### src/rtl/decode_stage_wide_pkg.sv
// Shared packages for the wide decode stage.
//   rv32i : opcode map and the funct3/funct7 values used by the legality check.
//   core  : pipeline records (if_id_t in, de_inst_t / id_rd_t out) and the
//           reset value of a decoded lane.
// Optional feature macro: DECODE_ILLEGAL_CHECK_EN adds de_inst_t.illegal.
// A bundle is LANES x id_rd_t; packages cannot take parameters, so the bundle
// typedef (id_rd_bundle_t) lives in the decode_stage_wide module.

package rv32i;
  localparam logic [6:0] OPC_LUI    = 7'b0110111;
  localparam logic [6:0] OPC_AUIPC  = 7'b0010111;
  localparam logic [6:0] OPC_JAL    = 7'b1101111;
  localparam logic [6:0] OPC_JALR   = 7'b1100111;
  localparam logic [6:0] OPC_BRANCH = 7'b1100011;
  localparam logic [6:0] OPC_LOAD   = 7'b0000011;
  localparam logic [6:0] OPC_STORE  = 7'b0100011;
  localparam logic [6:0] OPC_OP_IMM = 7'b0010011;
  localparam logic [6:0] OPC_OP     = 7'b0110011;
  localparam logic [6:0] OPC_FENCE  = 7'b0001111;
  localparam logic [6:0] OPC_SYS    = 7'b1110011;

  localparam logic [2:0] F3_ADD_SUB = 3'd0;
  localparam logic [2:0] F3_SLL     = 3'd1;
  localparam logic [2:0] F3_SRL_SRA = 3'd5;
  localparam logic [2:0] F3_LD_RSV0 = 3'd3;
  localparam logic [2:0] F3_LD_RSV1 = 3'd6;
  localparam logic [2:0] F3_LD_RSV2 = 3'd7;
  localparam logic [2:0] F3_ST_MAX  = 3'd2;
  localparam logic [2:0] F3_BR_RSV0 = 3'd2;
  localparam logic [2:0] F3_BR_RSV1 = 3'd3;

  localparam logic [6:0] F7_BASE = 7'h00;
  localparam logic [6:0] F7_ALT  = 7'h20;
endpackage

package core;
  typedef struct packed {
    logic [31:0] pc;
    logic [31:0] inst;
    logic        valid;
  } if_id_t;

  typedef struct packed {
    logic [31:0] pc;
    logic [31:0] inst;
    logic        valid;
    logic [2:0]  funct3;
    logic [6:0]  funct7;
    logic [4:0]  rs1;
    logic [4:0]  rs2;
    logic [4:0]  rd;
    logic        has_rs1;
    logic        has_rs2;
    logic        has_rd;
    logic [31:0] imm;
`ifdef DECODE_ILLEGAL_CHECK_EN
    logic        illegal;
`endif
  } de_inst_t;

  typedef de_inst_t id_rd_t;

  localparam id_rd_t id_rd_rst = '0;
endpackage

### src/rtl/decode_stage_wide_lane.sv
// decode_lane: purely combinational RV32I decoder for one lane.
//   in_inst  : fetched pc/inst/valid (valid already gated by stage enable)
//   out_inst : decoded record; fields the opcode does not use are 0
// Optional feature macro: DECODE_ILLEGAL_CHECK_EN (illegal flag + operand kill).

module decode_lane
  import core::*;
  import rv32i::*;
(
  input  if_id_t   in_inst,
  output de_inst_t out_inst
);
  logic [31:0] ins;
  logic [6:0]  opc;
  logic [2:0]  f3;
  logic [6:0]  f7;
  logic [31:0] imm_i, imm_s, imm_b, imm_u, imm_j;
  logic        use_rs1, use_rs2, use_rd, use_f3, use_f7;
  logic        kill;

  assign ins   = in_inst.inst;
  assign opc   = ins[6:0];
  assign f3    = ins[14:12];
  assign f7    = ins[31:25];
  assign imm_i = {{20{ins[31]}}, ins[31:20]};
  assign imm_s = {{20{ins[31]}}, ins[31:25], ins[11:7]};
  assign imm_b = {{19{ins[31]}}, ins[31], ins[7], ins[30:25], ins[11:8], 1'b0};
  assign imm_u = {ins[31:12], 12'h000};
  assign imm_j = {{11{ins[31]}}, ins[31], ins[19:12], ins[20], ins[30:21], 1'b0};

`ifdef DECODE_ILLEGAL_CHECK_EN
  logic ill;

  always_comb begin
    ill = (ins[1:0] != 2'b11);
    case (opc)
      OPC_LUI, OPC_AUIPC, OPC_JAL, OPC_JALR, OPC_FENCE, OPC_SYS: ;
      OPC_OP: begin
        if (f7 == F7_ALT) begin
          if (f3 != F3_ADD_SUB && f3 != F3_SRL_SRA) ill = 1'b1;
        end else if (f7 != F7_BASE) begin
          ill = 1'b1;
        end
      end
      OPC_OP_IMM: begin
        // Shift-immediates reuse funct7 as the shift-type selector.
        if (f3 == F3_SLL || f3 == F3_SRL_SRA) begin
          if (f7 != F7_BASE && f7 != F7_ALT) ill = 1'b1;
          else if (f7 == F7_ALT && f3 == F3_SLL) ill = 1'b1;
        end
      end
      OPC_LOAD:   if (f3 == F3_LD_RSV0 || f3 == F3_LD_RSV1 || f3 == F3_LD_RSV2) ill = 1'b1;
      OPC_STORE:  if (f3 > F3_ST_MAX) ill = 1'b1;
      OPC_BRANCH: if (f3 == F3_BR_RSV0 || f3 == F3_BR_RSV1) ill = 1'b1;
      default:    ill = 1'b1;
    endcase
    ill = ill && in_inst.valid;
  end

  assign kill = !in_inst.valid || ill;
`else
  assign kill = !in_inst.valid;
`endif

  always_comb begin
    use_rs1  = 1'b0;
    use_rs2  = 1'b0;
    use_rd   = 1'b0;
    use_f3   = 1'b0;
    use_f7   = 1'b0;
    out_inst = '0;
    out_inst.pc    = in_inst.pc;
    out_inst.inst  = ins;
    out_inst.valid = in_inst.valid;
    case (opc)
      OPC_LUI, OPC_AUIPC: begin use_rd = 1'b1; out_inst.imm = imm_u; end
      OPC_JAL:            begin use_rd = 1'b1; out_inst.imm = imm_j; end
      OPC_JALR, OPC_LOAD, OPC_OP_IMM: begin
        use_rs1 = 1'b1; use_rd = 1'b1; out_inst.imm = imm_i;
      end
      OPC_BRANCH: begin use_f3 = 1'b1; use_rs1 = 1'b1; use_rs2 = 1'b1; out_inst.imm = imm_b; end
      OPC_STORE:  begin use_f3 = 1'b1; use_rs1 = 1'b1; use_rs2 = 1'b1; out_inst.imm = imm_s; end
      OPC_OP: begin
        use_f3 = 1'b1; use_f7 = 1'b1; use_rs1 = 1'b1; use_rs2 = 1'b1; use_rd = 1'b1;
      end
      OPC_SYS: begin use_f3 = 1'b1; use_f7 = 1'b1; end
      default: ;
    endcase
    out_inst.funct3  = use_f3  ? f3         : 3'd0;
    out_inst.funct7  = use_f7  ? f7         : 7'd0;
    out_inst.rs1     = use_rs1 ? ins[19:15] : 5'd0;
    out_inst.rs2     = use_rs2 ? ins[24:20] : 5'd0;
    out_inst.rd      = use_rd  ? ins[11:7]  : 5'd0;
    out_inst.has_rs1 = use_rs1 && !kill;
    out_inst.has_rs2 = use_rs2 && !kill;
    // Writes to x0 are architecturally dropped, so they create no hazard.
    out_inst.has_rd  = use_rd && !kill && (ins[11:7] != 5'd0);
`ifdef DECODE_ILLEGAL_CHECK_EN
    out_inst.illegal = ill;
`endif
  end
endmodule

### src/rtl/decode_stage_wide.sv
// decode_stage_wide: decodes LANES RV32I instructions per cycle and queues the
// decoded bundles (with intra-bundle RAW flags) in a DEPTH-entry FIFO.
//   clk, rst_n (async, active-low), en (gates enqueue), flush (empties queue)
//   in_valid/in_ready/in_bundle    : fetch-side handshake, LANES x if_id_t
//   out_valid/out_ready/out_bundle : register-read side, LANES x id_rd_t
//   out_dep   : bit [j*LANES+i] set when lane j reads rd of earlier lane i
//   occupancy : number of queued bundles
// Optional feature macro: DECODE_ILLEGAL_CHECK_EN (per-lane illegal flag).

module decode_stage_wide
  import core::*;
#(
  parameter int LANES = 2,
  parameter int DEPTH = 2
) (
  input  logic                      clk,
  input  logic                      rst_n,
  input  logic                      en,
  input  logic                      flush,
  input  logic                      in_valid,
  output logic                      in_ready,
  input  if_id_t [LANES-1:0]        in_bundle,
  output logic                      out_valid,
  input  logic                      out_ready,
  output id_rd_t [LANES-1:0]        out_bundle,
  output logic [LANES*LANES-1:0]    out_dep,
  output logic [$clog2(DEPTH):0]    occupancy
);
  localparam int PW = $clog2(DEPTH);
  localparam int CW = PW + 1;
  localparam logic [CW-1:0] DEPTH_C = CW'(DEPTH);

  typedef id_rd_t [LANES-1:0] id_rd_bundle_t;
  typedef logic [LANES*LANES-1:0] dep_t;

  if_id_t [LANES-1:0] lane_in;
  id_rd_t             dec [LANES];
  id_rd_bundle_t      dec_bundle;
  dep_t               dep_c;

  id_rd_bundle_t mem_q [DEPTH];
  id_rd_bundle_t mem_d [DEPTH];
  dep_t          dep_q [DEPTH];
  dep_t          dep_d [DEPTH];
  logic [PW-1:0] wr_q, wr_d, rd_q, rd_d;
  logic [CW-1:0] count_q, count_d;
  logic          enq, deq;

  always_comb begin
    lane_in = in_bundle;
    for (int k = 0; k < LANES; k++) lane_in[k].valid = in_bundle[k].valid && en;
  end

  for (genvar g = 0; g < LANES; g++) begin : g_lane
    decode_lane u_dec (
      .in_inst  (lane_in[g]),
      .out_inst (dec[g])
    );
  end

  always_comb begin
    dec_bundle = '0;
    dep_c      = '0;
    for (int j = 0; j < LANES; j++) begin
      dec_bundle[j] = dec[j];
      for (int i = 0; i < j; i++) begin
        dep_c[j*LANES+i] = dec[i].valid && dec[i].has_rd && dec[j].valid &&
                           ((dec[j].has_rs1 && dec[j].rs1 == dec[i].rd) ||
                            (dec[j].has_rs2 && dec[j].rs2 == dec[i].rd));
      end
    end
  end

  // in_ready depends only on the registered count and flush, never on out_ready.
  assign in_ready   = (count_q < DEPTH_C) && !flush;
  assign out_valid  = (count_q != '0);
  assign enq        = in_valid && in_ready && en;
  assign deq        = out_valid && out_ready;
  assign out_bundle = mem_q[rd_q];
  assign out_dep    = dep_q[rd_q];
  assign occupancy  = count_q;

  always_comb begin
    mem_d   = mem_q;
    dep_d   = dep_q;
    wr_d    = wr_q;
    rd_d    = rd_q;
    count_d = count_q;
    if (flush) begin
      wr_d    = '0;
      rd_d    = '0;
      count_d = '0;
    end else begin
      if (enq) begin
        mem_d[wr_q] = dec_bundle;
        dep_d[wr_q] = dep_c;
        wr_d        = wr_q + 1'b1;
      end
      if (deq) rd_d = rd_q + 1'b1;
      if (enq && !deq)      count_d = count_q + 1'b1;
      else if (!enq && deq) count_d = count_q - 1'b1;
    end
  end

  always_ff @(posedge clk or negedge rst_n) begin
    if (!rst_n) begin
      for (int e = 0; e < DEPTH; e++) begin
        mem_q[e] <= {LANES{id_rd_rst}};
        dep_q[e] <= '0;
      end
      wr_q    <= '0;
      rd_q    <= '0;
      count_q <= '0;
    end else begin
      mem_q   <= mem_d;
      dep_q   <= dep_d;
      wr_q    <= wr_d;
      rd_q    <= rd_d;
      count_q <= count_d;
    end
  end
endmodule

### config.mk
export PLATFORM = sky130hd
export DESIGN_NAME = decode_stage_wide
export DESIGN_NICKNAME = d
export VERILOG_FILES = /design/src/rtl/decode_stage_wide_pkg.sv /design/src/rtl/decode_stage_wide_lane.sv /design/src/rtl/decode_stage_wide.sv
export SDC_FILE = /design/constraint.sdc
export NUM_CORES = 1
export LEC_CHECK = 0
export CAP_MARGIN = 20
export CORE_ASPECT_RATIO = 2
export CORE_MARGIN = 10
export CORE_UTILIZATION = 33
export CTS_CLUSTER_DIAMETER = 50
export DETAILED_ROUTE_END_ITERATION = 7
export GPL_TIMING_DRIVEN = 0
export SLEW_MARGIN = 10
export SYNTH_ARGS = -nofsm -noshare
export SYNTH_HDL_FRONTEND = slang
export SYNTH_SLANG_ARGS = --single-unit
export TNS_END_PERCENT = 5
### constraint.sdc
create_clock -name clk -period 3.7 [get_ports clk]
set_input_delay 0.37 -clock clk [delete_from_list [all_inputs] [get_ports clk]]
set_output_delay 0.37 -clock clk [all_outputs]
set_load 0.03 [all_outputs]
==> qor.txt, run 1 <==
Status: finished clean
DR iter-0 viols: 1376
CTS root buf: clkbuf_16
Mean area per synthesized cell: 9.338 µm²
CTS tree: yes
Area growth from synthesis to layout: 30.42%
PwrDens: 535.9 nW/µm²
Die W: 205.1 µm
Hold path start: in_bundle[3]
Clock sinks: 506
Avg WL per Cell: 22.95 µm
Num CTS Buffers: 50
R2r worst-path depth: 6
Initial antenna violation count: 5
Final min period: 3.658 ns
Placed inst area: 27670 µm²
Final HPWL DP: 65.80 mm
Residual DRC: 0
Leakage: 13.54 nW
CP Capture Type: output port
Clock skew: 0.02002 ns
Vias in the first global route: 19931
Least-Margin Pin Slew: 1.082 ns
Crit path max fanout: 10
Count leader, synth: nand2_1
Cell mode on critical path: clkbuf_2
Slew Viols, Final: 0
Post-DRT Antenna Nets: 0
Pin count of the biggest net entering global routing: 115
Min-Delay Path Class: input port to flop
Share of cells above drive strength 1: 13.95%
IO buf count: 381
Initial Util: 33.31%
Clock-pin slew on the worst setup and hold paths: 0.07 ns
Top cell type's share of synthesized area: 55.99%
Synth Instances: 2422
Fmax: 0.2734 GHz
Detailed Route WL: 87.06 mm
GR Util All Layers: 21.22%
Total negative slack: 0 ns
RSZ-0062 raised after global routing: no
Full die area: 80040 µm²
Largest cells by area after synthesis: dfrtp_1, nand2_1, mux2_2
Layout fillers: 6592
IO Pins: 394
Seq/Total Area, Yosys: 55.99%
Finished Cell Area: 29500 µm²
Area of the mapped netlist: 22620 µm²
Core Box Area: 67900 µm²
WHS Path Cells: 3
Vias: 19321
Seq cells post-synth: 506
Post-synth top cells: nand2_1, dfrtp_1, mux2_2
Setup violators final: 0
GR peak layer: met2
M1 GR Usage: 24.44%
Clock Path Buffers: 3
H-tree Lvls: 2
Top cell type by total area after synthesis: dfrtp_1
Worst Path Arrival: 3.29 ns
Critical Path Source Type: flop
Met2 usage: 37.09%
Crit path cell chain: clkbuf_2, clkbuf_2, mux2_2, clkdlybuf4s50_1
Library cells used by synthesis: 64
Kind of critical path: flop to output port
Rows: 135
Post-synth EDFFs: 0
Yosys warnings: 0
CP max stage delay: 0.66 ns
Ys async rst share: 100.0%
Peak VDD IR: 0.3743 mV
Clock Latency Late Sink: 0.62 ns
Reg2Reg Launch Point: occupancy[1]$_DFFE_PN0P_
CP max stage cell: dfrtp_1
Max-slew headroom: 27.88%
Vias per std cell: 5.093
Final Hold Fails: 0
Die H: 390.2 µm
First-pass GRT wire length: 128.0 mm
WP data required: 3.33 ns
GRT met3 Usage: 4.885%
Most common flop cell mapped by yosys: dfrtp_1
Congestion Overflow GR: 0
Final worst-path cycle share: 98.86%
GPL Wtd Cong: 0.8796
Crit. Startpoint: rd_q$_DFFE_PN0P_
Max-cap violations: 0
Fin nets: 2998
DR pass1 iterations: 8
-- critical path, delay by kind of cell, from the launching register on --
kind / cells / cell delay [ns]
buffers and inverters: 3 / 1.54
DFF: 1 / 0.66
muxes: 1 / 0.45
-- where the power goes --
group	leakage, nW	internal, W	switching [W]	total, W
clock network	0.876	0.00320	0.00236	0.00556
registers	6.71	0.00630	0.000394	0.00669
logic	5.96	0.00143	0.00212	0.00355
-- kinds of logic after synthesis --
logic type / Yosys count / synth area share (%)
and+or+nand+nor: 1141 / 19.69
DFF: 506 / 55.99
AOI/OAI and AO/OA: 346 / 8.381
muxes: 254 / 12.65
buffers and inverters: 168 / 3.048
xor gates and xnor gates: 6 / 0.2324
other: 1 / 0.01658
-- final timing paths --
path,end,slack (ns)
max in group asynchronous,mem_q[369]$_DFFE_PN0P_,1.29
setup / recovery,out_bundle[182],0.04
hold reg to reg,mem_q[60]$_DFFE_PN0P_,0.47
setup reg to reg,dep_q[2]$_DFFE_PN0P_,0.46
hold / removal,mem_q[63]$_DFFE_PN0P_,0.1
min in group asynchronous,mem_q[400]$_DFFE_PN0P_,0.29
-- cell type report --
| type | instances | area (µm²) | share of cell area, % |
|---|---|---|---|
| Buffer | 162 | 691.9 | 2.346 |
| Tap cell | 890 | 1114 | 3.775 |
| Clock buffer | 66 | 1401 | 4.751 |
| Inverter | 5 | 18.77 | 0.06363 |
| Multi-Input combinational cell | 1750 | 9273 | 31.44 |
| Sequential cell | 506 | 12660 | 42.93 |
| Clock inverter | 27 | 384.1 | 1.302 |
| Antenna cell | 1 | 2.502 | 0.008484 |
| Timing Repair Buffer | 387 | 3949 | 13.39 |
-- cells in the final DEF (no fill, tap or decap), types with 6 or more instances in the layout --
| cell | netlist | final |
|---|---|---|
| clkbuf_2 | 1 | 20 |
| nor2_1 | 20 | 20 |
| buf_2 | 9 | 10 |
| nor2b_1 | 6 | 6 |
| clkdlybuf4s50_1 | 0 | 380 |
| clkinv_2 | 0 | 10 |
| a22oi_1 | 9 | 9 |
| clkbuf_16 | 0 | 50 |
| o21ai_1 | 20 | 20 |
| mux2_2 | 254 | 254 |
| nand3_1 | 10 | 10 |
| clkbuf_1 | 141 | 127 |
| clkbuf_8 | 0 | 9 |
| a21oi_2 | 10 | 10 |
| and2_1 | 6 | 6 |
| a21oi_1 | 42 | 42 |
| o21ai_0 | 238 | 238 |
| nand2_1 | 1067 | 1067 |
| bufinv_16 | 0 | 7 |
| dfrtp_1 | 506 | 506 |
-- flip-flops by register name, indices dropped and copies added (netlist names) --
register   cells
wr_q           1
rd_q           1
dep_q          2
mem_q        500
occupancy      2
-- what timing repair did --
item,in CTS,in global routing
hold buffers,2,0
gates resized for setup,20,1
endpoints found under the hold margin,67,0
buffers inserted,0,0
endpoints found under the setup margin,180,3
pin swaps,0,0
-- metal layers --
metal,share of wire [%],vias up
met5,0.046,-
met4,4.1,8
met3,7.9,161
met2,50,775
met1,38,9598
li1,-,8779
-- per-stage QoR --
step	hold WS, ns	total power (W)	instances	worst slack [ns]	util [%]
after global placement	0.4520	0.01027	3695	-19.41	40.57
after CTS	0.06984	0.01596	3793	0.02295	43.43
after global routing	0.1116	0.01651	3794	0.008412	43.44
final	0.09910	0.01581	3794	0.04226	43.44
after floorplan	0.07441	0.008724	2424	1.696	-
after detailed placement	0.3685	0.01036	3699	-0.07733	40.74
Power figures use the tool's default switching activity.
==> inputs of run 2 (changes only) <==
--- a/config.mk
+++ b/config.mk
@@ -12,6 +12,7 @@
 export CTS_CLUSTER_DIAMETER = 50
 export DETAILED_ROUTE_END_ITERATION = 7
 export GPL_TIMING_DRIVEN = 0
+export SKIP_LAST_GASP = 1
 export SLEW_MARGIN = 10
 export SYNTH_ARGS = -nofsm -noshare
 export SYNTH_HDL_FRONTEND = slang
==> results of run 2 <==
The final DEF is identical to that of run 1; final timing and power are the same.
==> inputs of run 3 (changes only) <==
--- a/config.mk
+++ b/config.mk
@@ -13,7 +13,7 @@
 export DETAILED_ROUTE_END_ITERATION = 7
 export GPL_TIMING_DRIVEN = 0
 export SKIP_LAST_GASP = 1
-export SLEW_MARGIN = 10
+export SLEW_MARGIN = 20
 export SYNTH_ARGS = -nofsm -noshare
 export SYNTH_HDL_FRONTEND = slang
 export SYNTH_SLANG_ARGS = --single-unit
==> qor.txt, run 3 (synthesized netlist as in run 1, its figures left out) <==
Status: finished with violations (was finished clean)
Failing checks: negative setup slack
Max-cap violations: 0 (unchanged)
Vias per std cell: 5.104 (was 5.093)
Worst Path Arrival: 3.36 ns (was 3.29 ns)
CTS tree: yes (unchanged)
Share of cells above drive strength 1: 13.78% (was 13.95%)
Initial antenna violation count: 6 (was 5)
Setup violators final: 7 (was 0)
Leading cell type in the layout, fill and taps excluded: nand2_1 (unchanged)
Congestion Overflow GR: 0 (unchanged)
Post-DRT Antenna Nets: 0 (unchanged)
Clock sinks: 506 (unchanged)
Pwr Total: 0.01574 W (was 0.01581 W)
Clock Path Buffers: 3 (unchanged)
Leakage: 13.52 nW (was 13.54 nW)
Crit path max fanout: 10 (unchanged)
Pin count of the biggest net entering global routing: 104 (was 115)
Final Hold Fails: 0 (unchanged)
Fin nets: 2999 (was 2998)
Die W: 205.1 µm (unchanged)
Post-placement cell count: 3700 (was 3699)
PwrDens: 533.4 nW/µm² (was 535.9 nW/µm²)
Final worst-path cycle share: 100.8% (was 98.86%)
Setup bufs post-CTS: 0 (unchanged)
Die H: 390.2 µm (unchanged)
Residual DRC: 0 (unchanged)
Min-Delay Path Class: input port to flop (unchanged)
GR Util All Layers: 21.26% (was 21.22%)
Hold WS: 0.09355 ns (was 0.09910 ns)
Post-place setup slack: -0.1239 ns (was -0.07733 ns)
WP data required: 3.33 ns (about the same)
Vias: 19363 (was 19321)
Commonest non-fill, non-tap cells in the layout: nand2_1, dfrtp_1, clkdlybuf4s50_1 (unchanged)
Max-slew headroom: 26.59% (was 27.88%)
Final HPWL DP: 66.15 mm (was 65.80 mm)
Critical Path Source Type: flop (unchanged)
Avg WL per Cell: 22.91 µm (was 22.95 µm)
Num CTS Buffers: 50 (unchanged)
Clock Latency Late Sink: 0.63 ns (was 0.62 ns)
Least-Margin Pin Slew: 1.093 ns (was 1.082 ns)
Peak VDD IR: 0.4152 mV (was 0.3743 mV)
RSZ-0062 raised after global routing: yes (was no)
IO Pins: 394 (unchanged)
GPL Wtd Cong: 0.8796 (unchanged)
Post-Route Utilization: 43.45% (was 43.44%)
Clock skew: 0.02399 ns (was 0.02002 ns)
Largest register FFs: 500 (unchanged)
Kind of critical path: flop to output port (unchanged)
DR iter-0 viols: 1250 (was 1376)
IO buf count: 381 (unchanged)
Area growth from synthesis to layout: 30.44% (was 30.42%)
Vias in the first global route: 20048 (was 19931)
CP max stage delay: 0.70 ns (was 0.66 ns)
DR pass1 iterations: 5 (was 8)
CTS root buf: clkbuf_16 (unchanged)
Reg with most FFs: mem_q (unchanged)
Core Box Area: 67900 µm² (unchanged)
Final cell count without fillers: 3794 (unchanged)
Detailed Route WL: 86.92 mm (was 87.06 mm)
Clock-pin slew on the worst setup and hold paths: 0.07 ns (about the same)
Full die area: 80040 µm² (unchanged)
Fmax: 0.2681 GHz (was 0.2734 GHz)
Slew Viols, Final: 0 (unchanged)
CP Capture Type: output port (unchanged)
Initial Util: 33.31% (unchanged)
Final min period: 3.729 ns (was 3.658 ns)
CP max stage cell: dfrtp_1 (unchanged)
Final WS setup: -0.02935 ns (was 0.04226 ns)
H-tree Lvls: 2 (unchanged)
Rows: 135 (unchanged)
Crit path cell chain: clkbuf_4, clkbuf_1, mux2_2, clkdlybuf4s50_1 (was clkbuf_2, clkbuf_2, mux2_2, clkdlybuf4s50_1)
First-pass GRT wire length: 128.4 mm (was 128.0 mm)
[run 3: final cells by class]
type | instances | area [µm²]
Clock buffer | 66 | 1401
Antenna cell | 2 | 5.005
Clock inverter | 25 | 359.1
Timing Repair Buffer | 388 | 3976
Tap cell | 890 | 1114
Sequential cell | 506 | 12660
Multi-Input combinational cell | 1750 | 9273
Fill cell | 6591 | 38400
Inverter | 5 | 18.77
Buffer | 162 | 691.9
[run 3: final timing paths]
path,start,end,slack (ns),cells past startpoint
worst max-delay path,rd_q$_DFFE_PN0P_,out_bundle[238],-0.03,4
worst min-delay path,in_bundle[3],mem_q[63]$_DFFE_PN0P_,0.09,3
worst max register to register,occupancy[1]$_DFFE_PN0P_,dep_q[2]$_DFFE_PN0P_,0.42,6
worst min register to register,mem_q[345]$_DFFE_PN0P_,mem_q[345]$_DFFE_PN0P_,0.47,2
max in group asynchronous,rst_n,mem_q[349]$_DFFE_PN0P_,1.66,5
min in group asynchronous,rst_n,mem_q[400]$_DFFE_PN0P_,0.26,2
[run 3: report_power, final]
part           internal [W]  leakage, nW  switching, W  total, W
registers           0.00630         6.71      0.000392   0.00669
clock network       0.00313        0.861       0.00236   0.00549
logic               0.00143         5.95       0.00212   0.00355
[run 3: layer usage]
metal	track usage, %	share of wire [%]	vias to the layer above
met2	37.49	51	746
met3	4.711	7.3	153
met4	8.049	3.7	8
li1	-	-	8800
met1	24.51	38	9656
met5	0	0.046	-
[run 3: per-stage QoR]
step	TNS [ns]	instance area, µm²
after CTS	-0.8296	29490
after floorplan	0	22620
after global routing	-3.398	29500
after global placement	-9769.72	27550
final	-0.1026	29500
after detailed placement	-3.857	27690
[run 3: repair_timing]
item | 4_1_cts | 5_1_grt
hold endpoints to repair | 62 | 0
hold buffers | 2 | 0
setup endpoints to repair | 186 | 60
resized for setup | 16 | 4
[run 3: critical path: cells and delay by family, from the launching register on]
| family | cells | cell delay (ns) |
|---|---|---|
| buffers and inverters | 3 | 1.60 |
| flip-flops | 1 | 0.70 |
| multiplexers | 1 | 0.40 |
